==> config.mk <==
export PLATFORM = sky130hd
export DESIGN_NAME = booth_mac_acc_flat
export DESIGN_NICKNAME = d
export VERILOG_FILES = /design/src/rtl/booth_mac_acc_if.sv /design/src/rtl/booth_mac_acc.sv /design/src/flat_wrapper.sv
export SDC_FILE = /design/constraint.sdc
export NUM_CORES = 1
export LEC_CHECK = 0
export ABC_AREA = 0
export CORE_ASPECT_RATIO = 1.25
export CORE_MARGIN = 4
export CORE_UTILIZATION = 57
export CTS_BUF_LIST = sky130_fd_sc_hd__clkbuf_4
export CTS_CLUSTER_DIAMETER = 100
export DETAILED_ROUTE_END_ITERATION = 16
export PLACE_DENSITY_LB_ADDON = 0.15
export SYNTH_ARGS = -nofsm -noshare
export SYNTH_HDL_FRONTEND = slang
export SYNTH_SLANG_ARGS = --single-unit
==> constraint.sdc <==
create_clock -name clk -period 6.21 [get_ports clk]
set_clock_uncertainty 0.15 [all_clocks]
set_input_delay 1.242 -clock clk [delete_from_list [all_inputs] [get_ports clk]]
set_output_delay 1.242 -clock clk [all_outputs]
set_load 0.02 [all_outputs]
==> src/rtl/booth_mac_acc_if.sv <==
// booth_mac_acc_if: configuration, product and result signals of the Booth MAC accumulator
interface booth_mac_acc_if #(
    parameter int LENGTH  = 32,
    parameter int ACC_EXT = 8,
    parameter int CNT_W   = 8
);
    localparam int ACC_W = 2 * LENGTH + ACC_EXT;
    logic                  cfg_load;
    logic [CNT_W-1:0]      cfg_len;
    logic                  cfg_ready;
    logic                  mul_done;
    logic [2*LENGTH-1:0]   mul_p;
    logic                  acc_valid;
    logic                  acc_ready;
    logic [ACC_W-1:0]      acc_data;
    logic [CNT_W-1:0]      acc_cnt;
    logic                  ovf;
    logic                  err_drop;
    modport master (
        output cfg_load, cfg_len, mul_done, mul_p, acc_ready,
        input  cfg_ready, acc_valid, acc_data, acc_cnt, ovf, err_drop
    );
    modport slave (
        input  cfg_load, cfg_len, mul_done, mul_p, acc_ready,
        output cfg_ready, acc_valid, acc_data, acc_cnt, ovf, err_drop
    );
endinterface

==> src/rtl/booth_mac_acc.sv <==
// booth_mac_acc: sums a programmed number of multiplier products into a widened accumulator
module booth_mac_acc #(
    parameter int LENGTH       = 32,
    parameter int ACC_EXT      = 8,
    parameter int CNT_W        = 8,
    parameter bit UNSIGNED_ACC = 1'b1
) (
    input logic            clk,
    input logic            rst,
    booth_mac_acc_if.slave bus
);
    localparam int P_W   = 2 * LENGTH;
    localparam int ACC_W = P_W + ACC_EXT;
    typedef enum logic [1:0] {IDLE, ACC, DONE} state_t;
    state_t           state, state_nx, load_st;
    logic [CNT_W-1:0] len_q, cnt_nx;
    logic             load, take, hs, ovf_add;
    logic [ACC_W-1:0] addend;
    logic [ACC_W:0]   sum;
    assign hs      = state == DONE && bus.acc_ready;
    assign load    = bus.cfg_load && bus.cfg_ready;
    assign take    = state == ACC && bus.mul_done;
    assign load_st = bus.cfg_len == '0 ? DONE : ACC;
    assign addend  = {{ACC_EXT{bus.mul_p[P_W-1] & ~UNSIGNED_ACC}}, bus.mul_p};
    assign sum     = {1'b0, bus.acc_data} + {1'b0, addend};
    assign cnt_nx  = bus.acc_cnt + 1'b1;
    assign ovf_add = UNSIGNED_ACC ? sum[ACC_W]
                   : (bus.acc_data[ACC_W-1] == addend[ACC_W-1]) && (sum[ACC_W-1] != addend[ACC_W-1]);
    // state register
    always_ff @(posedge clk) begin
        if (rst) state <= IDLE;
        else     state <= state_nx;
    end
    // next state: a load (from IDLE or a DONE handshake) wins, then run completion, then release
    always_comb begin
        state_nx = load ? load_st
                 : (take && cnt_nx == len_q) ? DONE
                 : hs ? IDLE
                 : state;
    end
    // cfg_ready is open in IDLE, and in DONE only while the sum is being taken
    always_comb begin
        bus.cfg_ready = state == IDLE || hs;
    end
    // accumulator, counters and sticky flags; a dropped product outranks the load clear
    always_ff @(posedge clk) begin
        if (rst) begin
            bus.acc_valid <= 1'b0;
            bus.acc_data  <= '0;
            bus.acc_cnt   <= '0;
            bus.ovf       <= 1'b0;
            bus.err_drop  <= 1'b0;
            len_q         <= '0;
        end else begin
            bus.acc_valid <= state_nx == DONE;
            bus.err_drop  <= (bus.mul_done && state != ACC) || (bus.err_drop && !load);
            if (load) begin
                bus.acc_data <= '0;
                bus.acc_cnt  <= '0;
                bus.ovf      <= 1'b0;
                len_q        <= bus.cfg_len;
            end else if (take) begin
                bus.acc_data <= sum[ACC_W-1:0];
                bus.acc_cnt  <= cnt_nx;
                bus.ovf      <= bus.ovf | ovf_add;
            end
        end
    end
endmodule

==> src/flat_wrapper.sv <==
// flat-port wrapper written by rule: the top's interface ports become plain ports
module booth_mac_acc_flat 
#(
    parameter int LENGTH       = 32,
    parameter int ACC_EXT      = 8,
    parameter int CNT_W        = 8,
    parameter bit UNSIGNED_ACC = 1'b1
)
  (clk, rst, bus_cfg_load, bus_cfg_len, bus_mul_done, bus_mul_p, bus_acc_ready, bus_cfg_ready, bus_acc_valid, bus_acc_data, bus_acc_cnt, bus_ovf, bus_err_drop);
  booth_mac_acc_if #(.LENGTH(LENGTH), .ACC_EXT(ACC_EXT), .CNT_W(CNT_W)) bus_i ();
  input logic clk;
  input logic rst;
  input wire logic [$bits(bus_i.cfg_load)-1:0] bus_cfg_load;
  input wire logic [$bits(bus_i.cfg_len)-1:0] bus_cfg_len;
  input wire logic [$bits(bus_i.mul_done)-1:0] bus_mul_done;
  input wire logic [$bits(bus_i.mul_p)-1:0] bus_mul_p;
  input wire logic [$bits(bus_i.acc_ready)-1:0] bus_acc_ready;
  output wire logic [$bits(bus_i.cfg_ready)-1:0] bus_cfg_ready;
  output wire logic [$bits(bus_i.acc_valid)-1:0] bus_acc_valid;
  output wire logic [$bits(bus_i.acc_data)-1:0] bus_acc_data;
  output wire logic [$bits(bus_i.acc_cnt)-1:0] bus_acc_cnt;
  output wire logic [$bits(bus_i.ovf)-1:0] bus_ovf;
  output wire logic [$bits(bus_i.err_drop)-1:0] bus_err_drop;
  assign bus_i.cfg_load = bus_cfg_load;
  assign bus_i.cfg_len = bus_cfg_len;
  assign bus_i.mul_done = bus_mul_done;
  assign bus_i.mul_p = bus_mul_p;
  assign bus_i.acc_ready = bus_acc_ready;
  assign bus_cfg_ready = bus_i.cfg_ready;
  assign bus_acc_valid = bus_i.acc_valid;
  assign bus_acc_data = bus_i.acc_data;
  assign bus_acc_cnt = bus_i.acc_cnt;
  assign bus_ovf = bus_i.ovf;
  assign bus_err_drop = bus_i.err_drop;
  booth_mac_acc #(.LENGTH(LENGTH), .ACC_EXT(ACC_EXT), .CNT_W(CNT_W), .UNSIGNED_ACC(UNSIGNED_ACC)) u_core (.clk(clk), .rst(rst), .bus(bus_i));
endmodule
* Word-level counts from Yosys, hierarchy flattened
Cells that the tools add are included.
** Word-level totals
- Bits in registers :: 93
- Bits of input ports :: 77
** Operators by class
- Bitwise logic cells :: 1
- Mux-type cells :: 4
- $add $sub $neg :: 2
- Equality and inequality tests :: 5
- Reduce and logical (&&, ||, !) cells :: 12
** Operators with widths (number)
- $add A72 B64 Y73 :: 1
- $add A8 B1 Y8 const B :: 1
- $eq A8 B8 Y1 :: 1
- $logic_not A8 Y1 :: 1
- $mux W2 :: 4
- $logic_and A1 B1 Y1 :: 6
- $eq A2 B2 Y1 const B :: 2
- $eq A2 B1 Y1 const B :: 1
- $logic_not A2 Y1 :: 1
- $logic_or A1 B1 Y1 :: 2
- $ne A2 B1 Y1 const B :: 1
- $reduce_or A2 Y1 :: 1
- $logic_not A1 Y1 :: 1
- $or A1 B1 Y1 :: 1

* Depth between registers and ports, before layout
- Depth in word-level cells :: 7
- Gate-level depth with buffers :: 12
- Mapped depth without buffers :: 12

* Worst setup path after synthesis
Ideal clock, no wire load.
- Path kind :: input to register
- From :: input port bus_mul_p[0]
- To :: register u_core.bus.acc_data[62]
- Slack :: 2.502 ns
- Path buffers :: 0
- Library setup time :: 0.070 ns
- Required time :: 5.990 ns
- Data arrival time :: 3.487 ns
- Stages on the path :: 12
- Cells stage by stage :: ha_1 > fa_1 > a21o_1 > a31oi_1 > o41a_1 > a211oi_1 > a2111oi_0 > nor2_1 > a311oi_2 > xnor2_1 > nand2_1 > a21oi_1
** On the way
- Cells in the longest elaborated chain, start to end :: 1
** Ends and longest elaborated chain
- start, declared :: line flat_wrapper.sv:16 : input wire logic [$bits(bus_i.mul_p)-1:0] bus_mul_p;
- $add A72 B64 Y73 :: line booth_mac_acc.sv:25 : assign sum = {1'b0, bus.acc_data} + {1'b0, addend};
- end signal, assigned :: line booth_mac_acc.sv:63 : bus.acc_data <= sum[ACC_W-1:0];
- end, declared :: line booth_mac_acc_if.sv:25 : output cfg_ready, acc_valid, acc_data, acc_cnt, ovf, err_drop
Every way passes these cells.
A chain may end at the register's enable or synchronous reset.

* Worst setup path after layout
Ends and elaborated chain as after synthesis.

==> flow_summary.yaml <==
run_status:
  status: "completed"
clocking:
  cts-resized-gates: 0
  h-tree-depth: 3
  tritoncts: "built"
  clk_latency_ns: 0.49
  cts_buffers: 9
  clkSlewWorstSetupHoldPaths_ns: 0.19
  clock_sinks: 93
  root_buffer: "clkbuf_4"
  cts_buffer_depth: 2
  post_cts_buffers: 0
  cts_hold_buf: 0
setup_path:
  r2r-start: "u_core.bus.acc_data[0]"
  critPathMaxFanout: 3
  critical_path_arrival_ns: 4.48
  crit_required_ns: 6.51
  cp-start-kind: "primary input"
  criticalPathCategory: "primary input to flop"
  worstReg2RegEnd: "u_core.bus.acc_data[62]"
  r2r_setup_slack_ns: 2.80
  endpoint_kind: "flop"
  r2r_cells: 12
global_routing:
  grt_pass1_vias: 7320
  grt_max_degree: 61
  grt_pass1_wl_mm: 34.7
  grt.total_usage_pct: 28.3
  antenna_found_initial: 1
  overflow: 0
floorplanning:
  core_mm2: 0.0128
  io_pins: 161
  fp.dieH_um: 136
  fp-row-count: 46
  start_util_pct: 58.4
  die_w_um: 110
  dieArea_mm2: 0.0150
route:
  routed_wl_mm: 21.3
  ant_nets: 0
  vias_per_cell: 5.90
  drc: 0
  wire_per_inst_um: 16.2
  dr.pass1.iters: 5
  first_iter_violations: 443
  vias: 7742
timing:
  rsz0062_at_grt: "false"
  setup_tns_ns: 0
  tightestPinTransition_ns: 0.688
  max_freq_mhz: 239
  slew_headroom_pct: 54.1
  setup-violations-final: 0
  min_period_ns: 4.18
  worst_slack_ns: 2.03
  holdWs_ns: 0.330
  finalMaxSlewViolations: 0
  fin_crit_sh_pct: 67.4
  hold_viol: 0
logic_synthesis:
  synth_cell_types: 76
  netlist_area_mm2: 0.00747
  synthCells: 1012
  synth_nets: 1155
  ys_warn_count: 0
  synthArstFlopShare_pct: 0
  synth-edff-count: 0
  syn_area_per_cell_um2: 7.38
  ys_seq_area_share_pct: 24.9
  ys.flop_type: "dfxtp_1"
  ys_seq_elements: 93
min_path:
  holdPathStages: 2
  hold_class: "flop to flop"
  hold_end: "u_core.len_q[1]"
  hold_start: "u_core.len_q[1]"
final_layout:
  final_area_mm2: 0.00921
  fin_cells: 1313
  area_growth_pct: 23.3
  layout-drive-gt1-share_pct: 4.55
  register_area_mm2: 0.00186
  nFillCells: 1127
  multi_input_area_mm2: 0.00528
  final_util_pct: 72.1
  nNetsFinal: 1282
power_and_ir_drop:
  peakVddDrop_uv: 100
  switching_share_pct: 35.7
  p_int_mw: 0.871
  power_density_mw_per_mm2: 147
  p_total_mw: 1.36
  cellLeakagePower_nw: 3.59
  p_seq_share_pct: 46.6
  clockPowerShare_pct: 24.3
  comb_power_share_pct: 29.1
  p_sw_mw: 0.484
place:
  portBuffers: 160
  placed_area_mm2: 0.00908
  pre_cts_slack_ns: 1.44
  place_congestion: 0.965
  place_inst: 1296
  dp_hpwl_mm: 16.4
job:
  drv_cap: 0
==> layout by cell type, fill, tap and decap left out, types with 5 or more instances in the layout <==
cell type	instances
clkbuf_4	9
a31oi_1	8
nand2b_1	6
nand4_1	19
nand2_1	179
a21o_1	28
nor3_1	16
or3_1	8
inv_1	24
o21bai_1	12
a21oi_1	145
dfxtp_1	93
o21a_1	9
nor4_1	8
ha_1	65
o211ai_1	5
or2_2	5
buf_4	5
nor2_1	71
xor2_1	29
and3_1	5
o21ai_1	6
nand3_1	36
o31ai_1	5
clkdlybuf4s50_1	160
xnor2_1	47
o21ai_0	56
==> synthesized netlist by cell type, drive strengths merged, types with 4 or more instances <==
cell	number	share of area (%)
xnor2	47	5.5
o21ai	64	4.4
a221oi	4	0.64
nand4	20	1.9
nand2b	7	0.59
inv	24	1.2
nor4	9	0.84
nand2	181	9.2
o211ai	5	0.50
a21oi	149	10
clkbuf	34	1.7
o21a	9	0.90
nor2b	4	0.34
a21o	29	2.9
a211oi	4	0.40
or3	8	0.67
o41ai	4	0.57
a31oi	8	0.67
o21bai	12	1.2
nor2	72	3.6
and3	5	0.42
o31ai	5	0.50
buf	13	1.3
xor2	29	3.4
dfxtp	93	25
nor3	17	1.2
and4	4	0.47
ha	65	11
nand3	36	2.4
nor3b	4	0.40
or2	6	0.54
==> how the worst max path moves through the flow <==
stage                     cells past startpoint    startpoint                      end
after floorplan                              12  bus_mul_p[0]  u_core.bus.acc_data[62]
after global placement                       13  bus_mul_p[0]  u_core.bus.acc_data[62]
after detailed placement                     13  bus_mul_p[0]  u_core.bus.acc_data[62]
after CTS                                    13  bus_mul_p[0]  u_core.bus.acc_data[62]
after global routing                         13  bus_mul_p[0]  u_core.bus.acc_data[62]
final                                        13  bus_mul_p[0]  u_core.bus.acc_data[62]
==> layout make-up <==
type                            count  share of cell area [%]
Antenna cell                        1                  0.0272
Clock buffer                        9                   0.734
Clock inverter                      7                   0.611
Inverter                           24                   0.978
Multi-Input combinational cell    846                    57.4
Sequential cell                    93                    20.2
Tap cell                          168                    2.28
Timing Repair Buffer              165                    17.8
==> logic make-up after synthesis <==
kind of cell | count (synthesis) | share of synthesized area [%]
xor+xnor | 76 | 8.91
simple gates | 379 | 23.3
mux | 3 | 0.436
flops | 93 | 24.9
buf+inv | 73 | 4.47
compound gates | 322 | 26.8
fa+ha+maj | 66 | 11.2
==> worst max-delay path: stages <==
cell and delay, ns:
clkdlybuf4s50_1 0.40, ha_1 0.24, fa_1 0.42, a21o_1 0.20, a31oi_1 0.22, o41a_1 0.23
a211oi_1 0.10, a2111oi_0 0.49, nor2_1 0.23, a311oi_2 0.31, xnor2_1 0.16, nand2_1 0.07
a21oi_1 0.16
==> metal layers <==
| metal | GRT usage [%] | vias to the layer above | share of wire [%] | wire length (um) |
|---|---|---|---|---|
| met4 | 8.15 | 0 | 2.2 | 472 |
| met2 | 46.8 | 277 | 47 | 10100 |
| met1 | 37.6 | 3538 | 44 | 9440 |
| met5 | 0 | - | 0 | 0 |
| li1 | - | 3880 | - | - |
| met3 | 4.99 | 47 | 6.2 | 1310 |
==> power groups by stage <==
| stage | Clock [mW] | Sequential [mW] | Combinational [mW] |
|---|---|---|---|
| CTS | 0.335 | 0.631 | 0.391 |
| floorplan | 0 | 0.657 | 0.241 |
| finish | 0.330 | 0.631 | 0.395 |
| detailed placement | 0 | 0.644 | 0.389 |
| global placement | 0 | 0.643 | 0.387 |
| global route | 0.360 | 0.634 | 0.432 |
==> registers in the layout, indices dropped and copies added (netlist names) <==
name and cells:
u_core.state 2, u_core.bus.acc_data 72, u_core.len_q 8, u_core.bus.ovf 1, u_core.bus.acc_cnt 8, u_core.bus.err_drop 1, u_core.bus.acc_valid 1
No activity file was read; power rests on OpenSTA's default activity.
==> patch 1 (config.mk and constraints unchanged) <==
`CNT_W` is set to 8 in 3 places; all go to 10.
--- a/src/rtl/booth_mac_acc_if.sv
+++ b/src/rtl/booth_mac_acc_if.sv
@@ -3,5 +3,5 @@
     parameter int LENGTH  = 32,
     parameter int ACC_EXT = 8,
-    parameter int CNT_W   = 8
+    parameter int CNT_W   = 10
 );
     localparam int ACC_W = 2 * LENGTH + ACC_EXT;
--- a/src/rtl/booth_mac_acc.sv
+++ b/src/rtl/booth_mac_acc.sv
@@ -3,5 +3,5 @@
     parameter int LENGTH       = 32,
     parameter int ACC_EXT      = 8,
-    parameter int CNT_W        = 8,
+    parameter int CNT_W        = 10,
     parameter bit UNSIGNED_ACC = 1'b1
 ) (
--- a/src/flat_wrapper.sv
+++ b/src/flat_wrapper.sv
@@ -4,5 +4,5 @@
     parameter int LENGTH       = 32,
     parameter int ACC_EXT      = 8,
-    parameter int CNT_W        = 8,
+    parameter int CNT_W        = 10,
     parameter bit UNSIGNED_ACC = 1'b1
 )
Ports: changed (resized bus_acc_cnt and bus_cfg_len); port bits go from 161 to 165. The function was not compared with the original's and may differ.
==> patch 1 against the original RTL <==
Sequential cell count up 4; routed wire length up 3.8%; worst hold slack gained 1.2 ps; count of clock-buffer cells in the layout is the same; sequential share of layout area increased by 0.53 points; worst setup slack got worse by 98 ps; area after synthesis grew 1.4%; design area rose by 1.6%; first-iteration DRC count down 4.7%; power is 3.6% higher; clock power is 4% higher; combinational power is 2% higher; register-to-register slack got worse by 80 ps; critical endpoint unchanged.
==> patch 1: results (changes against the original RTL) <==
metric;value;unit;change
synth_nets;1186;;+2.7%
status;finished clean;;
critPathArrivalTime;4590;ps;+110 ps
synth_common_cells;nand2_1, a21oi_1, dfxtp_1;;
drive_gt1_share;3.26;%;-1.3 points
critPathMaxFanout;5;;+2
synth.avg_cell_area;7.28;um^2;-1.4%
grt_use_met1;35.1;%;-2.5 points
route.met2.wl;10800;um;+6.8%
hpwl;17000;um;+3.6%
whs;331;ps;+1.17 ps
synthTopCellsByArea;dfxtp_1, ha_1, a21oi_1;;
vias_per_cell;5.98;;+1.5%
grt_pass1_vias;7642;;+4.4%
grt_use_met2;49.2;%;+2.4 points
p_leak;3.83;nW;+6.6%
reg2reg_slack;2720;ps;-80 ps
gp_congestion;0.975;;+0.97%
cp_slowest_cell;a2111oi_1;;
peakVddDrop;0.185;mV;+85%
grt_first_pass_wirelength;36100;um;+4.3%
synthDominantCellAreaShare;25.6;%;+0.70 points
fin_ws;1930;ps;-98.2 ps
track_usage;28.6;%;+0.34 points
num_vias;7982;;+3.1%
reg.largest.list;u_core.bus.acc_data x72, u_core.bus.acc_cnt x10, u_core.len_q x10;;
critPathMaxStageDelay;560;ps;+70 ps
## patch 1: final cells by class
type / instances / area [um^2]
flip-flops and latches: 97 / 1940
diodes: 1 / 2.50
well taps: 168 / 210
clock buffers: 9 / 67.6
multi-input cells: 864 / 5330
repair buffers: 169 / 1680
fillers: 1109 / 3470
inverters: 19 / 71.3
clock inverters: 7 / 60.1
## patch 1: power groups by stage
stage          Sequential [mW]  Combinational, mW  Clock [mW]
2_1_floorplan            0.685              0.239           0
3_3_place_gp             0.671              0.392           0
3_5_place_dp             0.672              0.396           0
4_1_cts                  0.659              0.398       0.349
5_1_grt                  0.662              0.439       0.373
6_report                 0.659              0.402       0.344
## patch 1: path summary, 6_finish.rpt
kind / from / end / cells after the start
worst min register to register: u_core.len_q[3]$_SDFFE_PP0P_ / u_core.len_q[3]$_SDFFE_PP0P_ / 2
worst max register to register: u_core.bus.acc_data[0]$_SDFFE_PP0P_ / u_core.bus.acc_data[62]$_SDFFE_PP0P_ / 12
worst max-delay path: bus_mul_p[0] / u_core.bus.acc_data[62]$_SDFFE_PP0P_ / 13
worst min-delay path: u_core.len_q[3]$_SDFFE_PP0P_ / u_core.len_q[3]$_SDFFE_PP0P_ / 2
## patch 1: kinds of logic (layout without fill, tap and decap cells)
family | Yosys count | in the layout | synth area share, %
flops | 97 | 97 | 25.6
fa+ha+maj | 66 | 66 | 11.0
buf+inv | 80 | 204 | 4.20
simple gates | 383 | 383 | 23.0
xor+xnor | 74 | 74 | 8.56
other cells | 0 | 1 | 0
compound gates | 337 | 337 | 27.1
mux | 4 | 4 | 0.529
==> patch 2 (same settings) <==
Made on the original files. Reset style: asynchronous (`rst`), changed in 2 clocked blocks.
--- a/src/rtl/booth_mac_acc.sv
+++ b/src/rtl/booth_mac_acc.sv
@@ -28,5 +28,5 @@
                    : (bus.acc_data[ACC_W-1] == addend[ACC_W-1]) && (sum[ACC_W-1] != addend[ACC_W-1]);
     // state register
-    always_ff @(posedge clk) begin
+    always_ff @(posedge clk or posedge rst) begin
         if (rst) state <= IDLE;
         else     state <= state_nx;
@@ -44,5 +44,5 @@
     end
     // accumulator, counters and sticky flags; a dropped product outranks the load clear
-    always_ff @(posedge clk) begin
+    always_ff @(posedge clk or posedge rst) begin
         if (rst) begin
             bus.acc_valid <= 1'b0;
Behaviour: differs if rst is asserted again (counterexample within 4 cycles, from zero or initial values and one cycle with rst high); with rst held inactive, the same outputs for 4 cycles.
==> patch 2 against the original RTL <==
Area after synthesis up 0.25%; count of clock-buffer cells in the layout unchanged; design area up 1.7%; utilization up 1.2 points; routed wire length up 0.42%; synthesized cell count down 6.8%; sequential cell count unchanged; worst setup slack worse by 390 ps.
Power is left out: it rests on default switching activity, and per cell area and clock period it moved more than threefold.
==> patch 2: results (changes against the original RTL) <==
metric;value;unit;change
wl;21400;um;+0.42%
hold_start;u_core.len_q[4]$_DFFE_PP0P_;;
synth-xor-area-share;8.54;%;-0.37 points
reg.largest.list;u_core.bus.acc_data x72, u_core.bus.acc_cnt x8, u_core.len_q x8;;
yosysWarnings;0;;unchanged
grt_pass1_vias;7394;;+1.0%
drtIter0Drc;432;;-2.5%
grt_max_degree;66;;+8.2%
worstSetupStartpoint;bus_mul_p[0];;
synthDistinctLibCells;61;;-20%
synthArstFlopShare;100;%;+100 points
fillers;1036;;-8.1%
synth_nets;1086;;-6.0%
synthTopCellsByArea;dfrtp_1, ha_1, o21ai_0;;
grt_first_pass_wirelength;35000;um;+0.97%
ctsResizeCount;0;;unchanged
place_area;9200;um^2;+1.3%
clock_latency;470;ps;-20 ps
h-tree-depth;3;;unchanged
first_pass_iters;5;;unchanged
dp_slack;1170;ps;-271 ps
synth_mux_area_share;0;%;-0.44 points
critPathMaxFanout;7;;+4
gp_congestion;0.966;;about the same
post_cts_buffers;0;;unchanged
status;finished clean;;
nNetsFinal;1225;;-4.4%
synthFlopType;dfrtp_1;;
synth_adder_area_share;11.1;%;-0.028 points
num_vias;7560;;-2.4%
clkTransAtPathRegs;150;ps;-40 ps
antenna_found_initial;1;;unchanged
synth_compound_area_share;25.9;%;-0.92 points
multiInputGateArea;4930;um^2;-6.6%
yosysSeqAreaShare;31.1;%;+6.2 points
track_usage;27.9;%;-0.41 points
drive_gt1_share;3.40;%;-1.1 points
clockBufferDepth;2;;unchanged
worst_slew_pin_slew;1130;ps;+445 ps
hpwl;16000;um;-2.3%
regToRegStartpoint;u_core.bus.acc_data[0]$_DFFE_PP0P_;;
clockRootBuffer;clkbuf_4;;
critPathArrivalTime;4820;ps;+340 ps
synth_common_cells;nand2_1, o21ai_0, dfrtp_1;;
[patch 2: changes by cell type after synthesis, moves of 7 or more]
cell and delta:
o21ai_0 +66, xnor2_1 -10, a21oi_1 -55, xor2_1 +7, dfrtp_1 +93, dfxtp_1 -93, nand3_1 +15, nor2_1 -14
nand2_1 -49
[patch 2: cell type report]
type                            instances  area share [%]
Antenna cell                            1          0.0267
Timing Repair Buffer                  166            17.6
Clock buffer                            9           0.722
Sequential cell                        93            24.9
Multi-Input combinational cell        790            52.7
Inverter                               22           0.895
Clock inverter                          7           0.949
Tap cell                              168            2.25
[patch 2: stage by stage]
step	instances	hold slack (ps)
CTS	1255	369
global route	1256	389
finish	1256	368
detailed placement	1239	335
floorplan	943	315
global placement	1239	328
[patch 2: path summary, 6_finish.rpt]
kind	endpoint	slack [ps]	cells past startpoint
setup / recovery	u_core.bus.acc_data[68]$_DFFE_PP0P_	1640	13
hold / removal	u_core.len_q[4]$_DFFE_PP0P_	370	2
min in group asynchronous	u_core.bus.acc_data[34]$_DFFE_PP0P_	1040	2
hold reg to reg	u_core.len_q[4]$_DFFE_PP0P_	370	2
setup reg to reg	u_core.bus.acc_data[68]$_DFFE_PP0P_	2450	12
max in group asynchronous	u_core.bus.acc_data[63]$_DFFE_PP0P_	3700	3
[patch 2: logic make-up (layout without fill, tap and decap cells)]
logic type,after synthesis,count (layout)
and+or+nand+nor,327,327
buffers and inverters,60,204
DFF,93,93
AOI/OAI and AO/OA,324,324
adders and majority gates,66,66
xor gates and xnor gates,73,73
other,0,1
[patch 2: routing by layer]
layer	routed length [um]	up-vias	track usage, %
met2	10400	289	48.3
met3	1390	47	4.63
met4	640	0	11.5
li1	-	3687	-
met5	0	-	0
met1	8930	3537	34.8
[patch 2: worst max-delay path, cell delays in order]
cell,delay [ps]
clkdlybuf4s50_1,460
ha_1,180
inv_1,60
fa_1,390
and2b_1,220
o31a_2,180
o211ai_2,120
a2111o_1,490
o2111a_1,290
o41ai_2,380
a311oi_1,270
or3_1,400
a21oi_1,140
